[config.mk]
export PLATFORM = sky130hd
export DESIGN_NAME = glyph_overlay_ctrl
export DESIGN_NICKNAME = d
export VERILOG_FILES = /design/src/rtl/glyph_overlay_ctrl.sv
export SDC_FILE = /design/constraint.sdc
export NUM_CORES = 1
export LEC_CHECK = 0
export ABC_AREA = 0
export CAP_MARGIN = 20
export CORE_UTILIZATION = 48
export DETAILED_ROUTE_END_ITERATION = 6
export DONT_BUFFER_PORTS = 1
export PLACE_DENSITY = 0.68
export SYNTH_ARGS = -nofsm -noshare
export SYNTH_HDL_FRONTEND = slang
export SYNTH_SLANG_ARGS = --single-unit
[constraint.sdc]
create_clock -name clk -period 2.9 [get_ports clk]
set_clock_uncertainty 0.05 [all_clocks]
set_input_delay 0.435 -clock clk [delete_from_list [all_inputs] [get_ports clk]]
set_output_delay 0.435 -clock clk [all_outputs]
set_load 0.005 [all_outputs]
[src/rtl/glyph_overlay_ctrl.sv]
// glyph_overlay_ctrl: arms glyph requests per frame, maps pixels to ROM rows.
// Optional blinking is enabled with `define GLYPH_BLINK_EN.
module glyph_overlay_ctrl #(
  parameter int CW           = 10,
  parameter int X0           = 304,
  parameter int Y0           = 232,
  parameter int DISP_FRAMES  = 120,
  parameter int BLINK_FRAMES = 15
) (
  input  logic          clk,
  input  logic          rst_n,
  input  logic          frame_start,
  input  logic          pix_valid,
  input  logic [CW-1:0] pix_x,
  input  logic [CW-1:0] pix_y,
  input  logic          req_valid,
  input  logic [2:0]    req_code,
  output logic          req_ready,
  output logic          req_err,
  output logic          busy,
  output logic          rom_en,
  output logic [6:0]    rom_addr,
  input  logic [7:0]    rom_data,
  output logic          overlay_px,
  output logic          overlay_valid
);

  localparam int FW = $clog2(DISP_FRAMES + 1);

  localparam logic [CW:0]   XL  = (CW+1)'(X0);
  localparam logic [CW:0]   XH  = (CW+1)'(X0 + 8);
  localparam logic [CW:0]   YL  = (CW+1)'(Y0);
  localparam logic [CW:0]   YH  = (CW+1)'(Y0 + 16);
  localparam logic [CW-1:0] X0C = CW'(X0);
  localparam logic [CW-1:0] Y0C = CW'(Y0);

  typedef enum logic [1:0] {
    IDLE,
    ARMED,
    SHOW
  } state_t;

  typedef struct packed {
    logic       hit;
    logic [2:0] col;
    logic [6:0] addr;
  } s1_t;

  state_t        state_q, state_d;
  logic [2:0]    code_q;
  logic [FW-1:0] fcnt_q, fcnt_d;
  logic          accept, good, last_frame;
  logic          show_vis;
  logic          in_x, in_y, hit;
  logic [CW:0]   xw, yw;
  logic [3:0]    row;
  logic [2:0]    col;
  s1_t           s1_d, s1_q;
  logic          err_q;

  assign req_ready  = (state_q != ARMED);
  assign busy       = (state_q != IDLE);
  assign req_err    = err_q;
  assign accept     = req_valid & req_ready;
  assign good       = accept & (req_code != 3'd7);
  assign last_frame = (fcnt_q == FW'(DISP_FRAMES - 1));

  // Next state and frame counter; a fresh accept beats the final frame.
  always_comb begin
    state_d = state_q;
    fcnt_d  = fcnt_q;
    unique case (state_q)
      IDLE: begin
        if (good) state_d = ARMED;
      end
      ARMED: begin
        if (frame_start) begin
          state_d = SHOW;
          fcnt_d  = '0;
        end
      end
      SHOW: begin
        if (good) begin
          state_d = ARMED;
        end else if (frame_start) begin
          if (last_frame) state_d = IDLE;
          else            fcnt_d  = fcnt_q + 1'b1;
        end
      end
      default: state_d = IDLE;
    endcase
  end

  // State, frame counter, latched code and error pulse.
  always_ff @(posedge clk or negedge rst_n) begin
    if (!rst_n) begin
      state_q <= IDLE;
      fcnt_q  <= '0;
      code_q  <= '0;
      err_q   <= 1'b0;
    end else begin
      state_q <= state_d;
      fcnt_q  <= fcnt_d;
      err_q   <= accept & (req_code == 3'd7);
      if (good) code_q <= req_code;
    end
  end

`ifdef GLYPH_BLINK_EN
  localparam int BW = $clog2(BLINK_FRAMES + 1);

  logic [BW-1:0] bcnt_q, bcnt_d;
  logic          vis_q, vis_d;

  // Blink phase: visible on SHOW entry, toggles every BLINK_FRAMES frames.
  always_comb begin
    bcnt_d = bcnt_q;
    vis_d  = vis_q;
    if (state_q == ARMED && frame_start) begin
      bcnt_d = '0;
      vis_d  = 1'b1;
    end else if (state_q == SHOW && frame_start) begin
      if (bcnt_q == BW'(BLINK_FRAMES - 1)) begin
        bcnt_d = '0;
        vis_d  = ~vis_q;
      end else begin
        bcnt_d = bcnt_q + 1'b1;
      end
    end
  end

  // Blink phase registers.
  always_ff @(posedge clk or negedge rst_n) begin
    if (!rst_n) begin
      bcnt_q <= '0;
      vis_q  <= 1'b0;
    end else begin
      bcnt_q <= bcnt_d;
      vis_q  <= vis_d;
    end
  end

  assign show_vis = vis_d;
`else
  assign show_vis = 1'b1;
`endif

  assign xw   = {1'b0, pix_x};
  assign yw   = {1'b0, pix_y};
  assign in_x = (xw >= XL) && (xw < XH);
  assign in_y = (yw >= YL) && (yw < YH);
  assign row  = pix_y[3:0] - Y0C[3:0];
  assign col  = pix_x[2:0] - X0C[2:0];

  // Stage 1 hit uses the next state so leaving SHOW blanks at once.
  always_comb begin
    hit       = (state_d == SHOW) & show_vis & pix_valid & in_x & in_y;
    s1_d      = '0;
    s1_d.hit  = hit;
    if (hit) begin
      s1_d.col  = col;
      s1_d.addr = {code_q, row};
    end
  end

  // Stage 1 register drives the ROM.
  always_ff @(posedge clk or negedge rst_n) begin
    if (!rst_n) s1_q <= '0;
    else        s1_q <= s1_d;
  end

  assign rom_en   = s1_q.hit;
  assign rom_addr = s1_q.addr;

  // Stage 2: pick the column bit, MSB is the leftmost pixel.
  always_ff @(posedge clk or negedge rst_n) begin
    if (!rst_n) begin
      overlay_valid <= 1'b0;
      overlay_px    <= 1'b0;
    end else begin
      overlay_valid <= s1_q.hit;
      overlay_px    <= s1_q.hit & rom_data[~s1_q.col];
    end
  end

endmodule

After elaboration in Yosys (flattened, before gate mapping)

Index checks and enable logic that the tools add are counted.

Input port bits: 36
Register bits after elaboration: 26
Logic and storage cells: 55
Output and inout port bits: 13

Equality and inequality tests: 11
Reduce and logical (&&, ||, !) cells: 6
Order comparisons: 5
Mux-type cells: 14
$add $sub $neg: 2
Bitwise operators: 8

Operator list:

| cell                  | number |
|---|---|
| $mux W7               | 4 |
| $pmux W7 S2           | 1 |
| $ge A10 B8 Y1 const B | 1 |
| $ge A10 B9 Y1 const B | 1 |
| $lt A10 B8 Y1 const B | 1 |
| $lt A10 B9 Y1 const B | 1 |
| $mux W10              | 1 |
| $mux W2               | 5 |
| $ne A2 B2 Y1 const B  | 4 |
| $add A7 B1 Y7 const B | 1 |
| $and A1 B1 Y1         | 7 |
| $eq A7 B7 Y1 const B  | 1 |
| $pmux W2 S3           | 1 |
| $reduce_and A5 Y1     | 1 |
| $eq A2 B2 Y1 const B  | 2 |
| $lt A3 B4 Y1 const B  | 1 |
| $reduce_bool A2 Y1    | 2 |
| $sub A4 B4 Y4 const B | 1 |
| $bmux W1 S3           | 1 |
| $eq A3 B3 Y1 const B  | 1 |
| $ne A3 B3 Y1 const B  | 1 |
| $not A3 Y3            | 1 |
| $eq A2 B1 Y1 const B  | 1 |
| $logic_and A1 B1 Y1   | 2 |
| other kinds (3)       | 3 |

Logic depth before layout (Yosys ltp)

Depth after elaboration: 10
Gate-level depth with buffers: 6
Mapped depth without buffers: 5

Least setup slack after synthesis

OpenSTA, ideal clock, no wires.

Kind: flip-flop to flip-flop
From: register fcnt_q[0]
To: register s1_q, in the netlist rom_addr[1]
Setup slack: 1293 ps
Stages on the path, launching flop included: 7
Arrival: 1462 ps
Data required time: 2755 ps
Cell sequence: dfrtp_1 > ha_1 > and4_1 > nand3_1 > a41oi_2 > buf_6 > nor4b_2

RTL lines:

| item                     | RTL line | text |
|---|---|---|
| start: declaration       | 51       | `logic [FW-1:0] fcnt_q, fcnt_d;` |
| start signal: assignment | 103      | `fcnt_q <= fcnt_d;` |
| end signal: assignment   | 168      | `if (!rst_n) s1_q <= '0;` |
| end signal: assignment   | 169      | `else s1_q <= s1_d;` |
| end: declaration         | 58       | `s1_t s1_d, s1_q;` |

==> summary.md <==
| Metric | Value |
|---|---|
| Slew Viols, Final | `0` |
| Period utilization | `0.666` |
| Initial Util | `0.529` |
| Share of cells above drive strength 1 | `0.191` |
| Hpwl dp | `1700 um` |
| Placed Instance Area | `between 1000 and 1500 um2` |
| Main combinational cell family by area after synthesis | `simple AND/OR/NAND/NOR gates` |
| Vias in the first global route | `841` |
| Largest fanout on the critical path | `12` |
| Final core utilization | `0.547` |
| Slew margin rel. | `0.490` |
| Async S/R FF share, synth | `1.00` |
| Maximum vdd drop | `approximately 0.00042 V` |
| Via count | `878` |
| Die ar. | `~3000 um2` |
| Ranking of synthesized cells by area | `dfrtp_1 48%, nor4b_2 8.8%, nand2_1 4.4%` |
| First-pass GRT wire length | `3870 um` |
| Synthesized area | `1360 um2` |
| CTS tree | `built` |
| WL final | `2250 um` |
| DRC viols | `0` |
| Commonest cells in the netlist | `26 x dfrtp_1, 16 x nand2_1, 9 x nor2_1` |
| Hold Vio Cnt, Final | `0` |
| I/O Buffers | `0` |
| Status | `complete, no violations` |
| Seq/Total Area, Yosys | `0.479` |
| Post-Synth Adder-Cell Area | `0.00921` |
| Netlist cell types | `36` |
| Yosys top cell area share | `0.479` |
| Number of synthesized register bits | `26` |
| CTS Root Cell | `clkbuf_4` |
| Warnings, synthesis | `0` |
| Pleak | `about 0.00058 uW` |
| TritonRoute pass-1 iters | `4` |
| Fmax | `517 MHz` |
| CP max-delay cell | `a41oi_2` |
| H-tree depth | `1` |
| Cts bufs inserted | `3` |
| Reg clk slew, reported paths | `between 0.1 and 0.15 ns` |
| Antenna viol nets, final | `0` |
| NumNets Final | `153` |
| Syn_nets | `156` |
| Diode count | `0` |
| Aggregate global routing overflow | `0` |
| Avg Cell Area, Syn | `11.4 um2` |
| Fin area | `~1400 um2` |
| Bufs on Longest Clock Path | `2` |
| Critical Path RT | `3.03 ns` |
| Routability Congestion | `between 0.8 and 0.9` |
| Mux cell area share after synthesis | `0.0626` |
| RSZ-0062 raised after global routing | `false` |
| CP top delay family | `compound AO/OA/AOI/OAI gates` |
| Row count | `18` |
| Post-synth EDFFs | `0` |
| Hold crit path type | `input pin to flop` |
| Die X | `55.2 um` |
| Post-route setup TNS | `0 ns` |
| DR WL/cell | `15.5 um` |
| Post-Synth Simple-Gate Area | `0.285` |
| Synth Flop Type | `dfrtp_1` |
| Syn-to-layout area delta | `3.41%` |
| Synthesized instance count | `119` |
| Largest net degree at the start of global routing | `27` |
| Critical path's largest stage delay | `0.67 ns` |
| Worst path cell trace | `ha_1 -> and4_1 -> nand3_1 -> a41oi_2 -> nor4b_1` |
| Post-Synth XOR/XNOR Area | `0.0193` |
| Core Box Area | `2570 um2` |
| PD cells | `558 nW/um2` |
| Clock sink total | `26` |
| Worst R2R Setup Slack | `0.97 ns` |
| IO Pins | `49` |
| Measured slew at the worst slew-check pin | `0.765 ns` |
| WP data arrival | `2.06 ns` |
| Total GRT Usage | `0.161` |
| Vias per cell | `6.06` |
| Resized Gates After CTS | `0` |
| Latest clock arrival within the worst-skew pair | `0.32 ns` |
| Crit end category | `flop` |
| Crit start category | `flop` |
| Drt first-iter violations | `17` |
| Worst Path Buf+Inv | `0` |
| Min cycle time layout | `1.93 ns` |
| Setup CP Type | `flop to flop` |
| Cell with the most instances after synthesis | `dfrtp_1` |
| Compound-Gate Fraction of Synth Area | `0.0829` |
| Die H | `55.2 um` |
| Antenna violations before repair | `0` |
| Max Cap Violations | `0` |
| Cell taking the most area after synthesis | `dfrtp_1` |
| Final Setup Violations | `0` |
-- where the power goes --
part           switching, uW  internal [uW]  total [uW]
logic                   71.0           46.6         118
clock network            104            140         244
registers               30.5            392         423
-- registers in the layout, summed over array words and instances (netlist names) --
signal and cells:
state_q 2, overlay_valid 1, s1_q 3, code_q 3
rom_addr 7, fcnt_q 7, rom_en 1, req_err 1
overlay_px 1
-- logic make-up after synthesis --
| group | count (synthesis) |
|---|---|
| DFF | 26 |
| buffers and inverters | 13 |
| and+or+nand+nor | 58 |
| muxes | 6 |
| AOI/OAI and AO/OA | 12 |
| xor gates and xnor gates | 3 |
| adders and majority gates | 1 |
-- placed cells by master, fill, tap and decap left out, drive strengths merged --
master / count
dfrtp: 26
nand2: 17
nor4b: 10
nor2: 9
nand3: 7
mux2i: 4
inv: 3
and3: 3
a21oi: 3
clkbuf: 3
nand2b: 2
nor2b: 2
nor3: 2
mux4: 2
a2111oi: 2
xnor2: 2
nor4: 2
a211oi: 2
o22ai: 1
and4: 1
a41oi: 1
xor2: 1
and2: 1
a31oi: 1
a311o: 1
nand3b: 1
a31o: 1
nand4: 1
ha: 1
bufinv: 1
buf: 1
dlygate4sd3: 1
-- metal layers --
metal	wire, um	global-route usage	vias up
met5	0	0	-
met4	32	0.0679	0
met3	170	0.0562	4
met2	1090	0.246	39
met1	965	0.207	416
li1	-	-	419
-- path summary, 6_finish.rpt --
kind | cells past startpoint | endpoint | start
setup / recovery | 5 | s1_q[9]$_DFF_PN0_ | fcnt_q[0]$_DFFE_PN0P_
hold / removal | 1 | rom_addr[3]$_DFF_PN0_ | pix_y[3]
setup reg to reg | 5 | s1_q[9]$_DFF_PN0_ | fcnt_q[0]$_DFFE_PN0P_
hold reg to reg | 0 | overlay_valid$_DFF_PN0_ | rom_en$_DFF_PN0_
max in group asynchronous | 2 | fcnt_q[0]$_DFFE_PN0P_ | rst_n
min in group asynchronous | 2 | rom_addr[4]$_DFF_PN0_ | rst_n
-- what timing repair did --
action,4_1_cts,5_1_grt
setup buffers,0,0
hold buffers,2,0
hold endpoints to repair,26,0
-- stage by stage --
step                      setup slack, ns  instances  total power (uW)  hold slack (ns)
after global routing                0.737        145               829           0.0809
after floorplan                      1.29        119               517           0.0894
after detailed placement            0.984        139               538           0.0899
after CTS                           0.969        145               793            0.103
final                               0.967        145               784            0.113
after global placement               1.01        139               531           0.0900
-- area by class of cell --
cell class / instances / area [um2]
clock buffer: 3 / 22.5
sequential: 26 / 651
multi-input combinational: 80 / 623
inverter: 3 / 11.3
fill: 221 / 1160
tap: 30 / 37.5
clock inverter: 1 / 30.0
timing repair buffer: 2 / 30.0
(Power assumes the default switching activity.)
